### src/rtl/counter_sched.sv
// counter_sched: round-robin arbiter in front of one shared loadable up-counter.
// Each requester supplies a start/end value pair. The winner's pair is latched,
// the counter is loaded with the start value, and counting runs until the
// counter output equals the end value. A one-cycle done pulse then goes back
// to that requester.
//
// Optional feature macro: COUNTER_SCHED_ABORT_EN
//   defined   - dropping req[id] during RUN abandons the job through CLR
//   undefined - req is ignored once granted; every job reaches DONE
//
// Handshake: req[i] is a level request. The scheduler samples it only in IDLE.
// gnt[i] stays high from LOAD through DONE. done[i] is the completion strobe and
// lasts exactly one cycle. No new grant decision is taken in DONE.
module counter_sched #(
    parameter int NREQ  = 4,
    parameter int WIDTH = 5
) (
    input  logic                  clk,
    input  logic                  rst_n,
    input  logic [NREQ-1:0]       req,
    input  logic [NREQ*WIDTH-1:0] req_start,
    input  logic [NREQ*WIDTH-1:0] req_end,
    output logic [NREQ-1:0]       gnt,
    output logic [NREQ-1:0]       done,
    output logic                  busy,
    output logic                  cnt_rst,
    output logic                  cnt_load,
    output logic                  cnt_enab,
    output logic [WIDTH-1:0]      cnt_in,
    input  logic [WIDTH-1:0]      cnt_out,
    output logic [2:0]            dbg_state
);

    localparam int IDW = (NREQ > 1) ? $clog2(NREQ) : 1;

    typedef enum logic [2:0] {
        S_CLR  = 3'd0,
        S_IDLE = 3'd1,
        S_LOAD = 3'd2,
        S_RUN  = 3'd3,
        S_DONE = 3'd4
    } state_t;

    state_t           state_q, state_d;
    logic [IDW-1:0]   id_q, id_d;
    logic [IDW-1:0]   last_id_q, last_id_d;
    logic [WIDTH-1:0] start_q, start_d;
    logic [WIDTH-1:0] end_q, end_d;

    logic [WIDTH-1:0] start_arr [NREQ];
    logic [WIDTH-1:0] end_arr   [NREQ];

    logic             found;
    logic [IDW-1:0]   win_id;

    // Unpack the flat start/end buses into per-requester fields.
    always_comb begin
        for (int i = 0; i < NREQ; i++) begin
            start_arr[i] = req_start[i*WIDTH +: WIDTH];
            end_arr[i]   = req_end[i*WIDTH +: WIDTH];
        end
    end

    // Round-robin pick: the first requester above last_id wins; if none is
    // above it, wrap to the lowest-numbered requester (which may be last_id).
    always_comb begin
        found  = 1'b0;
        win_id = '0;
        for (int i = 0; i < NREQ; i++) begin
            if (!found && req[i] && (i > int'(last_id_q))) begin
                found  = 1'b1;
                win_id = IDW'(i);
            end
        end
        for (int i = 0; i < NREQ; i++) begin
            if (!found && req[i]) begin
                found  = 1'b1;
                win_id = IDW'(i);
            end
        end
    end

    // Next-state logic plus all counter-control and requester-side outputs.
    always_comb begin
        state_d   = state_q;
        id_d      = id_q;
        last_id_d = last_id_q;
        start_d   = start_q;
        end_d     = end_q;
        gnt       = '0;
        done      = '0;
        busy      = 1'b0;
        cnt_rst   = 1'b0;
        cnt_load  = 1'b0;
        cnt_enab  = 1'b0;
        cnt_in    = '0;

        case (state_q)
            S_CLR: begin
                cnt_rst = 1'b1;
                state_d = S_IDLE;
            end

            S_IDLE: begin
                // start/end are captured here only, so the running job does not
                // follow later changes on the request buses.
                if (found) begin
                    id_d    = win_id;
                    start_d = start_arr[win_id];
                    end_d   = end_arr[win_id];
                    state_d = S_LOAD;
                end
            end

            S_LOAD: begin
                gnt[id_q] = 1'b1;
                busy      = 1'b1;
                cnt_load  = 1'b1;
                cnt_in    = start_q;
                state_d   = S_RUN;
            end

            S_RUN: begin
                gnt[id_q] = 1'b1;
                busy      = 1'b1;
`ifdef COUNTER_SCHED_ABORT_EN
                // Withdrawn request: freeze the counter now and clear it via CLR.
                // The aborted requester still counts as served for fairness.
                if (!req[id_q]) begin
                    state_d   = S_CLR;
                    last_id_d = id_q;
                end else if (cnt_out == end_q) begin
                    state_d = S_DONE;
                end else begin
                    cnt_enab = 1'b1;
                end
`else
                // The counter is registered, so the first RUN cycle already sees
                // start_q; equality on that cycle means a zero-length job.
                if (cnt_out == end_q) begin
                    state_d = S_DONE;
                end else begin
                    cnt_enab = 1'b1;
                end
`endif
            end

            S_DONE: begin
                gnt[id_q]  = 1'b1;
                done[id_q] = 1'b1;
                last_id_d  = id_q;
                state_d    = S_IDLE;
            end

            default: begin
                state_d = S_CLR;
            end
        endcase

        // Hold the shared counter cleared for the whole reset period as well.
        if (!rst_n) begin
            cnt_rst = 1'b1;
        end
    end

    // State and job registers; reset discards any job and favours requester 0.
    always_ff @(posedge clk) begin
        if (!rst_n) begin
            state_q   <= S_CLR;
            id_q      <= '0;
            last_id_q <= IDW'(NREQ - 1);
            start_q   <= '0;
            end_q     <= '0;
        end else begin
            state_q   <= state_d;
            id_q      <= id_d;
            last_id_q <= last_id_d;
            start_q   <= start_d;
            end_q     <= end_d;
        end
    end

    assign dbg_state = state_q;

endmodule

### config.mk
export PLATFORM = sky130hd
export DESIGN_NAME = counter_sched
export DESIGN_NICKNAME = d
export VERILOG_FILES = /design/src/rtl/counter_sched.sv
export SDC_FILE = /design/constraint.sdc
export NUM_CORES = 1
export LEC_CHECK = 0
export ABC_AREA = 1
export CAP_MARGIN = 20
export CORE_ASPECT_RATIO = 1.2
export CORE_MARGIN = 2
export CORE_UTILIZATION = 44
export DETAILED_ROUTE_END_ITERATION = 6
export PLACE_DENSITY = 0.85
export SLEW_MARGIN = 0
export SYNTH_ARGS = -nofsm -noshare
export SYNTH_HDL_FRONTEND = slang
export SYNTH_SLANG_ARGS = --single-unit
### constraint.sdc
create_clock -name clk -period 2.9 [get_ports clk]
set_input_delay 0.58 -clock clk [delete_from_list [all_inputs] [get_ports clk]]
set_output_delay 0.58 -clock clk [all_outputs]
set_load 0.05 [all_outputs]
### Yosys cells after proc, flatten, opt, wreduce, memory -nomap -nowiden

Cells that the tools add are included.

* add/sub/neg operators: 0
* multipliers: 0
* div/mod/pow operators: 0
* order comparisons: 6
* equal/unequal tests: 7
* shift-type cells: 0
* multiplexer cells: 34
* bitwise operators: 1
* reductions and logical operators: 22

Operators with widths (number)
* 5-bit two-way mux: 5
* 5-bit binary-select mux with 2-bit select: 2
* 1-bit two-way mux: 15
* 2-bit two-way mux: 6
* 3-bit case mux with 4 select lines: 1
* 1-bit logical AND: 10
* 4-bit two-way mux: 2
* 3-bit by 2-bit == test with 1-bit output, second input constant: 2
* 1-bit zero test: 6
* 3-bit two-way mux: 2
* 5-bit == test: 1
* 2-bit greater-than comparator, first input constant: 2
* 2-bit != test, second input constant: 2
* 2-bit AND reduction: 2
* 2-bit OR reduction: 2
* 3-bit by 1-bit == test with 1-bit output, second input constant: 1
* 3-bit == test, second input constant: 1
* 3-bit >= comparator, second input constant: 1
* 3-bit zero test: 1
* 2-bit by 3-bit less-than comparator with 1-bit output, second input constant: 1
* 2-bit NOT with 3-bit output: 1
* 3-bit OR reduction: 1
* 1-bit demux with 2-bit select: 1
* 2-bit by 1-bit >= comparator with 1-bit output, second input constant: 1
* 1-bit by 2-bit greater-than comparator with 1-bit output, first input constant: 1

* register bits after elaboration: 17
* latch bits: 0
* bits in writable memories: 0
* ROM bits: 0
* input port bits: 51
* word-level logic and storage cells: 75
* memories: 0

### Logic depth before layout (Yosys ltp)

* depth in word-level cells: 27
* gate-level depth with buffers: 12

### Worst setup path after synthesis

No wires, ideal clock.

* kind: register to output
* start point: register state_q[1] (netlist: dbg_state[1])
* end point: output port cnt_in[0]
* arrival time: 3.258 ns
* data required time: 2.320 ns
* setup slack: -0.938 ns
* cell stages (with the launch flop): 7
* path buffers: 0
* cell sequence: dfxtp_1 inv_1 nor2_1 inv_1 nor2_1 inv_1 nor2_1

* cells in the longest elaborated chain, start to end: 2

RTL lines
* start: declaration: line 44 `state_t state_q, state_d;`
* start signal: assignment: line 175 `state_q <= state_d;`
* 3-bit by 2-bit == test with 1-bit output: line 98 `case (state_q)`
* 5-bit two-way mux: line 98
* end: declaration: line 29 `output logic [WIDTH-1:0] cnt_in,`

No other way between the ends.

### Final worst setup path

* start point: register state_q[2] (netlist: dbg_state[2])
* end point: output port gnt[0]

* cells in the longest elaborated chain, start to end: 3
* elaborated cells between the ends (all ways): 5
* classes of those cells: eq/ne (3); mux (1); reduce/logical (1)

RTL lines
* 3-bit by 2-bit == test with 1-bit output / 3-bit == test (equally long branches): line 98
* 3-bit OR reduction (no line) *
* 4-bit two-way mux *
* end: declaration: line 23 `output logic [NREQ-1:0] gnt,`

Mark *: on every way between the ends. The rest lies on a longest branch, timed or not.

==> run summary <==
The highest clock rate came out at 358 MHz. The vertical die dimension came out at 68.0 µm. The clock-pin slew of the registers on the worst-case setup and hold paths is 0.07 ns.

The antenna cell count came out at 0. The root buffer cell chosen for the clock tree is clkbuf_8. The core region area came out at 3310 µm². At the worst endpoint, the required time is 2.32 ns. The reported leakage power came out at 1.19 nW. The sequential-to-total area share from yosys stat is 22.6%. The wire length of the first global-routing pass is 7.00 mm.

The quantity of I/O buffers inserted on ports came out at 70. The detailed placement HPWL came out at 3.22 mm. After detailed routing, the number of remaining DRC violations is 0. In this run the core area contains 23 standard-cell rows. dfxtp_1 takes more of the synthesized area than any other cell. The via density per instance is 4.83.

The number of nets with antenna violations after routing is 0. In this run the tightest slew margin relative to its limit is 59.0%. Entering global routing, the biggest net connects 22 pins. Global routing consumed, over all layers together, 22.4% of the routing resources. In this run, distinct cell masters in the synthesized netlist total 23. TritonCTS built the clock tree. The critical path startpoint category is a register.

The max-slew violation count came to 0. The clock drives 17 sinks. The power density of the placed cells is 556 nW/µm². Fill cells in the final layout number 305. After clock tree synthesis, the setup repair step added 0 buffers. The path class of the tightest hold or removal check is register to register. The fraction of layout cells with a size suffix above 1 is 10.0%. The boundary pin count came out at 71.

The internal power contribution came out at 0.675 mW. The H-tree depth came out at 1. The top cell type's share of synthesized area came out at 22.6%.

The run finished with clean final reports. Registers are responsible for 27.4% of the overall power. Final hold analysis gives a worst-case slack of 0.509 ns.

By count the netlist is led by 74 x inv_1, 54 x nand3_1, 34 x nand2_1. The final-report hold violation count is 0. The clock tree skew after final layout is 0.00638 ns. The netlist area before placement came out at 1500 µm². The post-synthesis net count came out at 313. The total of hold buffers inserted after clock tree synthesis is 0. The sum of negative setup slack came out at 0 ns.

Among all cell types in the netlist, the one instantiated most often is inv_1. The latest clock arrival within the worst-skew pair is 0.25 ns. Summing internal, switching and leakage power gives 1.27 mW.

The count of mapped cells out of synthesis is 262. The pre-antenna-repair detailed-routing pass consisted of 4 iterations. The overall via count from detail_route is 1771. Counting flops and latches in the post-synthesis netlist gives 17.

The most used flip-flop cell after synthesis is dfxtp_1. The number of global-route vias before repair is 1722. After global routing the overflow that remains totals 0.

The number of failing setup endpoints in the final timing report is 0. The die outline width came out at 57.4 µm. The shortest clock period the worst path allows after layout is 2.79 ns. The area growth from synthesis to layout is 52.4%.

Dividing the detail-routed wire length by the instance count gives 10.8 µm. In this run, post-CTS repair resized a total of 0 instances. After synthesis, the share of flip-flops with an asynchronous set or reset is 0%. During synthesis, Yosys emitted a total of 0 warnings. The startpoint of the lowest-slack register-to-register path is dbg_state[0].

The area enclosed by the die boundary is 3900 µm². The number of placed instances with taps included is 363. The final non-filler cell total is 367. The critical path startpoint is dbg_state[2].

The combinational share of power is 59.1%. The maximum VDD drop came out at 0.000598 V. The switching portion of total power is 47.1%. The number of max-cap violations came out at 0. The clock group share of total power is 13.4%. At the worst endpoint, the arrival time is 2.21 ns. After the last flow step, the layout net total stands at 382. The critical path is of the register to output port type. The routability congestion estimate came out at 0.902. STA classifies the critical path endpoint as an output port.

In the post-synthesis netlist, the biggest area contributors are dfxtp_1 23%, inv_1 18%, nand3_1 18%. A synthesized cell averages 5.74 µm². The transition time of the tightest slew-check pin is 0.611 ns.

Counting the buffers created by CTS gives 3. Setup repair after global routing left no endpoint under its margin. Wires add up to 3.97 mm.

In this run the most critical hold path is launched from last_id_q[0]. The detailed router finished its first iteration with 85 violations. For this configuration, the core starts out at a cell density of 45.4%. The largest buffer count on any clock path came out at 2. The analysis attributes to net switching a power of 0.600 mW.

The critical-path maximum fanout is 5. The initial antenna violation count came out at 0. The post-route fraction of the period consumed by the critical path is 96.3%. The count of flip-flops with a built-in enable after synthesis came out at 0.
## layer usage
layer	routed length (µm)	GRT usage, %
met5	0	0
met4	117	7.56
met3	265	4.91
met2	2060	43.0
met1	1530	23.9
## power by group through the flow
| stage | clock (mW) | sequential [mW] | combinational, mW |
|---|---|---|---|
| 4_1_cts | 0.175 | 0.350 | 0.757 |
| 2_1_floorplan | 0 | 0.382 | 0.508 |
| 3_5_place_dp | 0 | 0.355 | 0.754 |
| 5_1_grt | 0.186 | 0.357 | 0.837 |
| 3_3_place_gp | 0 | 0.351 | 0.742 |
| 6_report | 0.171 | 0.350 | 0.754 |
## placed cells by master (no fill, tap or decap), drive strengths merged
cell	instances
o211ai	1
nor3	6
clkdlybuf4s50	68
clkbuf	4
nand3	54
nor2	30
dfxtp	17
nand4	3
inv	76
xor2	4
xnor2	1
buf	5
o21ai	4
a21oi	10
nand2	47
## area by class of cell
cell class                 count  area [µm²]  area share [%]
clock buffer                   4        45.0            1.97
inverter                      76         285            12.4
multi-input combinational    160         845            36.8
sequential                    17         340            14.8
tap                           37        46.3            2.02
timing repair buffer          73         731            31.9
## critical path, stage by stage (launching register included)
cell and delay, ns:
dfxtp_1 0.47, inv_1 0.08, nor2_1 0.26, nor2_1 0.13, nor3_1 0.19, clkdlybuf4s50_1 0.84
## logic make-up (layout without fill, tap and decap cells)
group	Yosys count	in the layout	share of synthesized area [%]
AO/OA/AOI/OAI	15	15	5.91
XOR/XNOR	5	5	2.91
flip-flops	17	17	22.6
AND/OR/NAND/NOR	140	140	43.8
buffers and inverters	85	153	24.7
## registers in the layout, indices dropped and copies added (netlist names)
signal     cells
start_q        5
id_q           2
end_q          5
last_id_q      2
dbg_state      3
## through the flow
step           worst slack (ns)  instance area [µm²]  util, %
5_1_grt                  0.0307                 2290     69.3
6_report                  0.107                 2290     69.3
3_5_place_dp              0.425                 2250     67.9
3_3_place_gp              0.504                 2250     67.9
4_1_cts                   0.153                 2290     69.3
2_1_floorplan            0.0140                 1560        -
## final timing paths
| kind | endpoint | slack [ns] | cells past startpoint |
|---|---|---|---|
| max reg2reg | end_q[0] | 1.12 | 7 |
| min | last_id_q[0] | 0.51 | 2 |
| min reg2reg | last_id_q[0] | 0.51 | 2 |
| max | gnt[0] | 0.11 | 5 |
Note: power is estimated with default switching activity, not from simulation.
